--- src/rtl/imuldiv_div_requester.sv ---
// Divider request/response initiator: issues DIV/DIVU/REM/REMU to an iterative
// divider, resolves divide-by-zero locally, and returns the selected word with its tag.
module imuldiv_div_requester #(
  parameter int TAG_W = 5
) (
  input  logic             clk,
  input  logic             reset,

  input  logic             op_val,
  output logic             op_rdy,
  input  logic [1:0]       op_fn,
  input  logic [31:0]      op_a,
  input  logic [31:0]      op_b,
  input  logic [TAG_W-1:0] op_tag,

  output logic             divreq_msg_fn,
  output logic [31:0]      divreq_msg_a,
  output logic [31:0]      divreq_msg_b,
  output logic             divreq_val,
  input  logic             divreq_rdy,

  input  logic [63:0]      divresp_msg_result,
  input  logic             divresp_val,
  output logic             divresp_rdy,

  output logic             wb_val,
  input  logic             wb_rdy,
  output logic [31:0]      wb_data,
  output logic [TAG_W-1:0] wb_tag
);

  typedef enum logic [1:0] {IDLE, REQ, WAIT, RESP} state_t;

  state_t           state, state_nxt;
  logic [1:0]       fn;
  logic [31:0]      a, b, result;
  logic [TAG_W-1:0] tag;
  logic             op_go, div_by_zero;

  assign op_go       = (state == IDLE) && op_val;
  assign div_by_zero = (op_b == 32'd0);

  always_comb begin
    state_nxt = state;
    case (state)
      IDLE:    if (op_val)      state_nxt = div_by_zero ? RESP : REQ;
      REQ:     if (divreq_rdy)  state_nxt = WAIT;
      WAIT:    if (divresp_val) state_nxt = RESP;
      RESP:    if (wb_rdy)      state_nxt = IDLE;
      default:                  state_nxt = IDLE;
    endcase
  end

  always_ff @(posedge clk) begin
    if (reset) state <= IDLE;
    else       state <= state_nxt;
  end

  // Divide-by-zero follows RISC-V: quotient all ones, remainder is the dividend.
  always_ff @(posedge clk) begin
    if (op_go) begin
      fn  <= op_fn;
      a   <= op_a;
      b   <= op_b;
      tag <= op_tag;
      if (div_by_zero) result <= op_fn[1] ? op_a : 32'hFFFF_FFFF;
    end else if (state == WAIT && divresp_val) begin
      result <= fn[1] ? divresp_msg_result[63:32] : divresp_msg_result[31:0];
    end
  end

  assign op_rdy        = (state == IDLE);
  assign divreq_val    = (state == REQ);
  assign divresp_rdy   = (state == WAIT);
  assign wb_val        = (state == RESP);
  assign divreq_msg_fn = ~fn[0];
  assign divreq_msg_a  = a;
  assign divreq_msg_b  = b;
  assign wb_data       = result;
  assign wb_tag        = tag;

endmodule

--- config.mk ---
export PLATFORM = sky130hd
export DESIGN_NAME = imuldiv_div_requester
export DESIGN_NICKNAME = d
export VERILOG_FILES = /design/src/rtl/imuldiv_div_requester.sv
export SDC_FILE = /design/constraint.sdc
export NUM_CORES = 1
export LEC_CHECK = 0
export ABC_AREA = 1
export BUFFER_PORTS_ARGS = -buffer_cell sky130_fd_sc_hd__buf_2
export CAP_MARGIN = 20
export CORE_AREA = 5 5 159 100
export CTS_BUF_LIST = sky130_fd_sc_hd__clkbuf_8
export CTS_CLUSTER_SIZE = 12
export DETAILED_ROUTE_END_ITERATION = 10
export DIE_AREA = 0 0 164 105
export PLACE_DENSITY_LB_ADDON = 0.12
export SKIP_CTS_REPAIR_TIMING = 1
export SLEW_MARGIN = 20
export SYNTH_ARGS = -nofsm -noshare
export SYNTH_HDL_FRONTEND = slang
export SYNTH_SLANG_ARGS = --single-unit
--- constraint.sdc ---
create_clock -name clk -period 2.7 [get_ports clk]
set_input_delay 0.405 -clock clk [delete_from_list [all_inputs] [get_ports clk]]
set_output_delay 0.405 -clock clk [all_outputs]
set_load 0.01 [all_outputs]
* Word level (Yosys, flattened, before mapping)
Index checks and enable logic that the tools add are counted.
Operators by class: equality and inequality tests 8, bitwise logic cells 1, reduce and logical (&&, ||, !) cells 7, mux-type cells 11
Operator list (number):
- $mux 32 | 5
- $logic_not 32->1 | 1
- $mux 2 | 5
- $pmux 2 s4 | 1
- $ne 2x1->1 const B | 3
- $eq 2x2->1 const B | 2
- $ne 2x2->1 const B | 2
- $reduce_and 4->1 | 1
- $eq 2x1->1 const B | 1
- $logic_and 1x1->1 | 2
- $logic_not 2->1 | 1
- $reduce_and 2->1 | 1
- $reduce_bool 2->1 | 1
- $not 1->1 | 1
Word-level totals: output and inout bits 106, input bits 141, logic and storage cells 33, register bits 105

* Logic depth before layout (Yosys ltp)
Gate-level depths: netlist (run 1).
word-level depth 4, gate-level depth with buffers 8, depth with buffers taken out 7

* Least setup slack after synthesis (run 1)
OpenSTA, ideal clock, no wires.
path type flip-flop to flip-flop, start register state[0], end register result[0] (netlist: wb_data[0]) (enable), required time 2311 ps, slack -18 ps, data arrival time 2329 ps, path buffers 2, clock period less this slack 2718 ps, stages on the path, launching flop included 9, library setup time 389 ps, path through dfxtp_1 inv_1 ha_1 nand2_1 inv_2 buf_6 buf_4 nand2_1 nand2_1
Between the ends: longest elaborated chain between the ends 4, elaborated cells on any way between the ends 7, those cells by class eq/ne: 2; reduce/logical: 5
RTL lines:
- start, declared | line 34 | state_t state, state_nxt;
- start signal, assigned | line 56 | else state <= state_nxt;
- $logic_not 2->1 *
- via op_rdy | line 10 | output logic op_rdy,
- $logic_and 1x1->1 * | line 40 | assign op_go = (state == IDLE) && op_val;
- via op_go | line 38 | logic op_go, div_by_zero;
- $ne 2x1->1 (no line) or $reduce_bool 2->1 (tied branches)
- $reduce_and 2->1 (no line) *
- end signal, assigned | line 66 | if (div_by_zero) result <= op_fn[1] ? op_a : 32'hFFFF_FFFF;
- end signal, assigned | line 68 | result <= fn[1] ? divresp_msg_result[63:32] : divresp_msg_result[31:0];
- end, declared | line 36 | logic [31:0] a, b, result;
The timed path passes the listed nets; every way through them passes the cells marked *. A chain may end at the register's enable or synchronous reset.

* Worst setup path in the final report (run 1)
start register state[1], end register result[3] (netlist: wb_data[3]), data pin
Between the ends: longest elaborated chain between the ends 3
RTL lines:
- $logic_not 2->1 | line 40
- $logic_and 1x1->1 | line 40
- $mux 32 | line 61 | if (op_go) begin
Every way passes these cells.

==> results.sh, run 1 <==
export IMPL_combPwrFrac_pct=29.8
export IMPL_avgViaCountPerCell=4.214
export IMPL_r2r_start="state[1]"
export IMPL_p_seq_share_pct=49.6
export IMPL_max_slew_margin_pct=33.60
export IMPL_syn_avg_cell_area_um2=15.01
export IMPL_min_from="reset"
export IMPL_grt_start_max_net_pins=136
export IMPL_tritoncts="built"
export IMPL_core_area_mm2=0.01421
export IMPL_worstHoldPathType="in2reg"
export IMPL_clk_latency_ps=360
export IMPL_drive_gt1_share_pct=50.57
export IMPL_drtAntennaViolNets=0
export IMPL_drtIter0Drc=160
export IMPL_vias=3068
export IMPL_clock_path_buffers=2
export IMPL_syn_area_mm2=0.004172
export IMPL_fin_area_mm2=0.005793
export IMPL_cp_end_kind="flop"
export IMPL_finalCritPeriodShare_pct=72.43
export IMPL_min_period_ps=1955
export IMPL_cp_max_fo=135
export IMPL_track_usage_pct=12.92
export IMPL_synth_seq_area_share_pct=75.10
export IMPL_cp_required_ps=2920
export IMPL_yosys_area_share_simple_pct=3.719
export IMPL_antenna_found_initial=0
export IMPL_synth_top_family_by_area="compound AO/OA/AOI/OAI gates"
export IMPL_pwr_share_clk_pct=20.6
export IMPL_dpl_cell_area_mm2=0.005597
export IMPL_power_leakage_nw=2.479
export IMPL_io_pins=247
export IMPL_worst_pin_slew_ps=995.0
export IMPL_fin_skew_ps=12.46
export IMPL_routed_wirelength_mm=11.83
export IMPL_die_area_mm2=0.01722
export IMPL_cp_start_kind="flop"
export IMPL_grt_pass1_wl_mm=17.23
export IMPL_ys_ff_latch=105
export IMPL_outcome="finished, final reports clean"
export IMPL_ys_types=18
export IMPL_cts_num_sinks=105
export IMPL_synth_xor_area_share_pct=0
export IMPL_synthMuxAreaShare_pct=7.678
export IMPL_die_h_um=105
export IMPL_synth_compound_area_share_pct=8.578
export IMPL_nNetsFinal=671
export IMPL_cellPowerDensity_mw_per_mm2=818.5
export IMPL_yosys_area_share_adder_pct=1.500
export IMPL_fmax_mhz=511.4
export IMPL_drc_errors=0
export IMPL_drv_cap=0
export IMPL_synth_yosys_warnings=0
export IMPL_slew_violations=0
export IMPL_crit_path_top_delay_cell="buf_12"
export IMPL_synth_nets=424
export IMPL_rsz0062_at_grt="false"
export IMPL_start_util_pct=29.36
export IMPL_overflow=0
export IMPL_hpwl_mm=8.974
export IMPL_crit_start="state[1]"
export IMPL_place_gp_congestion=0.7346
export IMPL_path_cells="inv_1, ha_1, nand2_1, inv_4, buf_12, o21ai_0, o21ai_1"
export IMPL_synthCells=278
export IMPL_fin_setup_tns_ps=0
export IMPL_cts_buffers=9
export IMPL_switching_power_mw=1.527
export IMPL_critPathBufInv=3
export IMPL_wire_per_inst_um=16.25
export IMPL_cts_root_buffer="clkbuf_8"
export IMPL_diodes=0
export IMPL_clk_transition_reported_paths_ps=100
export IMPL_row_count=34
export IMPL_sw_frac_of_total_pct=32.19
export IMPL_arrival_ps=2170
export IMPL_layout_commonest_cell="buf_2"
export IMPL_finalSetupViolCount=0
export IMPL_dr_pass1_iters=4
export IMPL_port_buffers=246
export IMPL_ir_drop_uv=397.6
export IMPL_die_w_um=164
export IMPL_cts_max_level=3
export IMPL_grt_pass1_vias=3120
export IMPL_syn2layout_area_growth_pct=38.87
export IMPL_final_cell_mix="246 x buf_2, 103 x edfxtp_1, 34 x o21ai_0"
export IMPL_hold_violations=0
export IMPL_path_delay_family="buffers and inverters"
export IMPL_max_stage_delay_ps=410
export IMPL_crit_type="reg2reg"
export IMPL_intPower_mw=3.215
## metal layers
layer | up-vias | global-route usage, % | routed length [um]
met2 | 121 | 21.45 | 5696
met1 | 1412 | 16.14 | 5038
met3 | 7 | 4.485 | 1012
met5 | - | 0 | 0
li1 | 1528 | - | -
met4 | 0 | 3.411 | 85
## cell families after synthesis
kind of cell               after synthesis
adders and majority gates                5
muxes                                   32
buffers and inverters                   25
DFF                                    105
AOI/OAI and AO/OA                       71
and+or+nand+nor                         40
## area by class of cell
| class | count | area [um^2] |
|---|---|---|
| Tap cell | 198 | 247.7 |
| Inverter | 11 | 43.79 |
| Sequential cell | 105 | 3133 |
| Timing Repair Buffer | 250 | 1274 |
| Multi-Input combinational cell | 148 | 898.4 |
| Clock buffer | 9 | 123.9 |
| Fill cell | 1387 | 8416 |
| Clock inverter | 7 | 72.57 |
## synth_stat cells, drive strengths merged
library cell	count	area [um^2]
edfxtp	103	3093
o21ai	67	335.3
mux2i	32	320.3
nor2	23	88.84
nand2	15	56.30
inv	11	41.29
buf	9	82.58
clkbuf	5	18.77
ha	5	62.56
a21oi	2	10.01
dfxtp	2	40.04
o22ai	2	12.51
nand3	1	5.000
nor3	1	5.000
## per-stage QoR
stage / worst slack, ps / util [%] / cells / hold WS [ps] / power, mW
final: 744.5 / 40.77 / 728 / 208.1 / 4.742
after global routing: 536.6 / 40.77 / 728 / 170.0 / 5.050
after CTS: 784.7 / 40.77 / 728 / 180.6 / 4.836
after detailed placement: 666.1 / 39.39 / 712 / 518.3 / 3.842
after global placement: 729.6 / 39.39 / 712 / 524.8 / 3.807
after floorplan: 245.0 / - / 278 / 474.1 / 3.254
## power by group through the flow
stage	clock network (mW)	registers, mW	logic (mW)
3_5_place_dp	0	2.39	1.45
3_3_place_gp	0	2.39	1.42
6_report	0.979	2.35	1.41
4_1_cts	1.03	2.36	1.45
2_1_floorplan	0	2.54	0.715
5_1_grt	1.10	2.38	1.57
## registers in the layout, indices dropped and copies added, names as in the netlist
name	cells
divreq_msg_b	32
wb_tag	5
divreq_msg_a	32
wb_data	32
fn	2
state	2
## final timing paths
kind                     end  depth (start not counted)  slack [ps]
setup / recovery  wb_data[3]                          7         740
setup reg to reg  wb_data[3]                          7         740
hold reg to reg     state[0]                          2         530
hold / removal      state[0]                          2         210
Power figures use the tool's default switching activity.
==> run 2: changes to the inputs <==
==> constraint.sdc (replaced) <==
create_clock -name clk -period 1.7 [get_ports clk]
set_input_delay 0.255 -clock clk [delete_from_list [all_inputs] [get_ports clk]]
set_output_delay 0.255 -clock clk [all_outputs]
set_load 0.01 [all_outputs]
==> run 2 against run 1 <==
  * Clock power rose by 72%
  * Non-clock buffer count rose by 4
  * Cell area rose by 2.7%
  * Combinational power rose by 77%
  * Routed wire length rose by 0.58%
  * Power rose by 67%
  * Clock skew fell by 1.6 ps
  * Critical path type unchanged
  * Largest cell class unchanged
  * Highest routed layer unchanged
==> results.sh, run 2 (same netlist as run 1, synthesis figures left out) <==
export IMPL_outcome="finished, final reports clean"
export IMPL_drv_cap=0
export IMPL_cp_required_ps=1750
export IMPL_finalSetupViolCount=0
export IMPL_r2r_end="wb_data[31]"
export IMPL_die_area_mm2=0.01722
export IMPL_r2r_start="state[0]"
export IMPL_min_period_ps=1573
export IMPL_grt_pass1_vias=3158
export IMPL_port_buffers=246
export IMPL_vias=3177
export IMPL_crit_type="reg2reg"
export IMPL_finalCritPeriodShare_pct=92.52
export IMPL_nNetsFinal=675
export IMPL_antenna_found_initial=0
export IMPL_pre_cts_slack_ps=14.71
export IMPL_clk_latency_ps=360
export IMPL_slew_violations=0
export IMPL_place_gp_congestion=0.7868
export IMPL_layout_commonest_cell="buf_2"
export IMPL_drc_errors=0
export IMPL_start_util_pct=29.36
export IMPL_cts_num_sinks=105
export IMPL_syn2layout_area_growth_pct=42.59
export IMPL_min_delay_path_depth=2
export IMPL_wire_per_inst_um=16.26
export IMPL_cp_max_fo=32
export IMPL_worstHoldPathType="in2reg"
export IMPL_rrSetupSlack_ps=130
export IMPL_dr_pass1_iters=4
export IMPL_rsz0062_at_grt="false"
export IMPL_io_pins=247
export IMPL_hpwl_mm=9.261
export IMPL_drtIter0Drc=131
export IMPL_die_w_um=164
export IMPL_cp_end_kind="flop"
export IMPL_worst_pin_slew_ps=366.8
export IMPL_cts_max_level=3
export IMPL_drtAntennaViolNets=0
export IMPL_drive_gt1_share_pct=51.50
export IMPL_cp_start_kind="flop"
export IMPL_grt_pass1_wl_mm=17.37
export IMPL_max_slew_margin_pct=75.55
export IMPL_tritoncts="built"
export IMPL_row_count=34
export IMPL_clk_transition_reported_paths_ps=100
export IMPL_clock_path_buffers=2
export IMPL_multi_input_area_um2=940.9
export IMPL_fin_setup_tns_ps=0
export IMPL_diodes=0
export IMPL_fin_util_pct=41.86
export IMPL_cts_root_buffer="clkbuf_8"
export IMPL_routed_wirelength_mm=11.90
export IMPL_overflow=0
export IMPL_arrival_ps=1620
export IMPL_grt_start_max_net_pins=64
export IMPL_fin_skew_ps=10.82
export IMPL_min_from="reset"
export IMPL_track_usage_pct=13.05
export IMPL_avgViaCountPerCell=4.340
export IMPL_hold_violations=0
export IMPL_cts_buffers=9
export IMPL_ir_drop_uv=646.7
export IMPL_core_area_mm2=0.01421
export IMPL_final_cell_mix="246 x buf_2, 103 x edfxtp_1, 34 x o21ai_0"
export IMPL_regArea_mm2=0.003133
export IMPL_die_h_um=105
export IMPL_cellPowerDensity_mw_per_mm2=1328
export IMPL_rr_worst_depth=6
export IMPL_n_fill_cell=1380
export IMPL_whs_endpoint="state[0]"
export IMPL_final_setup_worst_slack_ps=127.2
export IMPL_power_leakage_nw=2.530
export IMPL_fmax_mhz=635.8
[run 2: cell count changes in the layout (fill, tap and decap cells not counted), moves of 2 or more]
cell      previous run  this run
clkinv_4             3         1
inv_2                0         2
clkinv_1             0         2
nand2_8              0         2
inv_1               11         8
buf_12               1         3
[run 2: worst max-delay path by stage]
stage	startpoint	to	cells past startpoint	slack [ps]
2_1_floorplan	state[0]	wb_data[0]	8	3
3_3_place_gp	op_b[7]	wb_data[17]	8	30
4_1_cts	state[0]	wb_data[15]	7	70
3_5_place_dp	op_b[5]	wb_data[19]	8	10
5_1_grt	state[0]	wb_data[6]	6	20
6_report	state[0]	wb_data[31]	6	130
[run 2: routing by layer]
layer	global-route usage, %	vias to the layer above	share of wire (%)
li1	-	1534	-
met1	16.53	1476	42
met2	21.13	157	47
met3	4.917	10	9.5
met4	3.411	0	1.0
met5	0	-	0
[run 2: area by class of cell]
cell class | count | area share, %
flip-flops and latches | 105 | 52.67
repair buffers | 254 | 22.97
multi-input cells | 148 | 15.82
well taps | 198 | 4.165
clock buffers | 9 | 2.082
clock inverters | 7 | 1.557
inverters | 11 | 0.7362
[run 2: power breakdown]
part	internal, mW	switching (mW)	leakage [nW]
Clock	0.828	0.855	0.105
Combinational	0.988	1.50	1.44
Sequential	3.60	0.133	0.981
Total	5.41	2.49	2.53
[run 2: worst max-delay path: stages, from the launching register on]
cell and delay [ps]:
dfxtp_1 350, inv_2 100, ha_4 140, nand2_1 90, inv_4 230, nand2_8 80
nand2_8 230
[run 2: through the flow]
stage	hold slack, ps	cell area (um^2)	std cells	total power [mW]
after global placement	433.6	5699	715	6.215
final	56.36	5948	732	7.898
after detailed placement	434.7	5699	715	6.248
after global routing	19.94	5948	732	8.423
after floorplan	324.1	4237	278	5.267
after CTS	19.74	5916	731	7.954
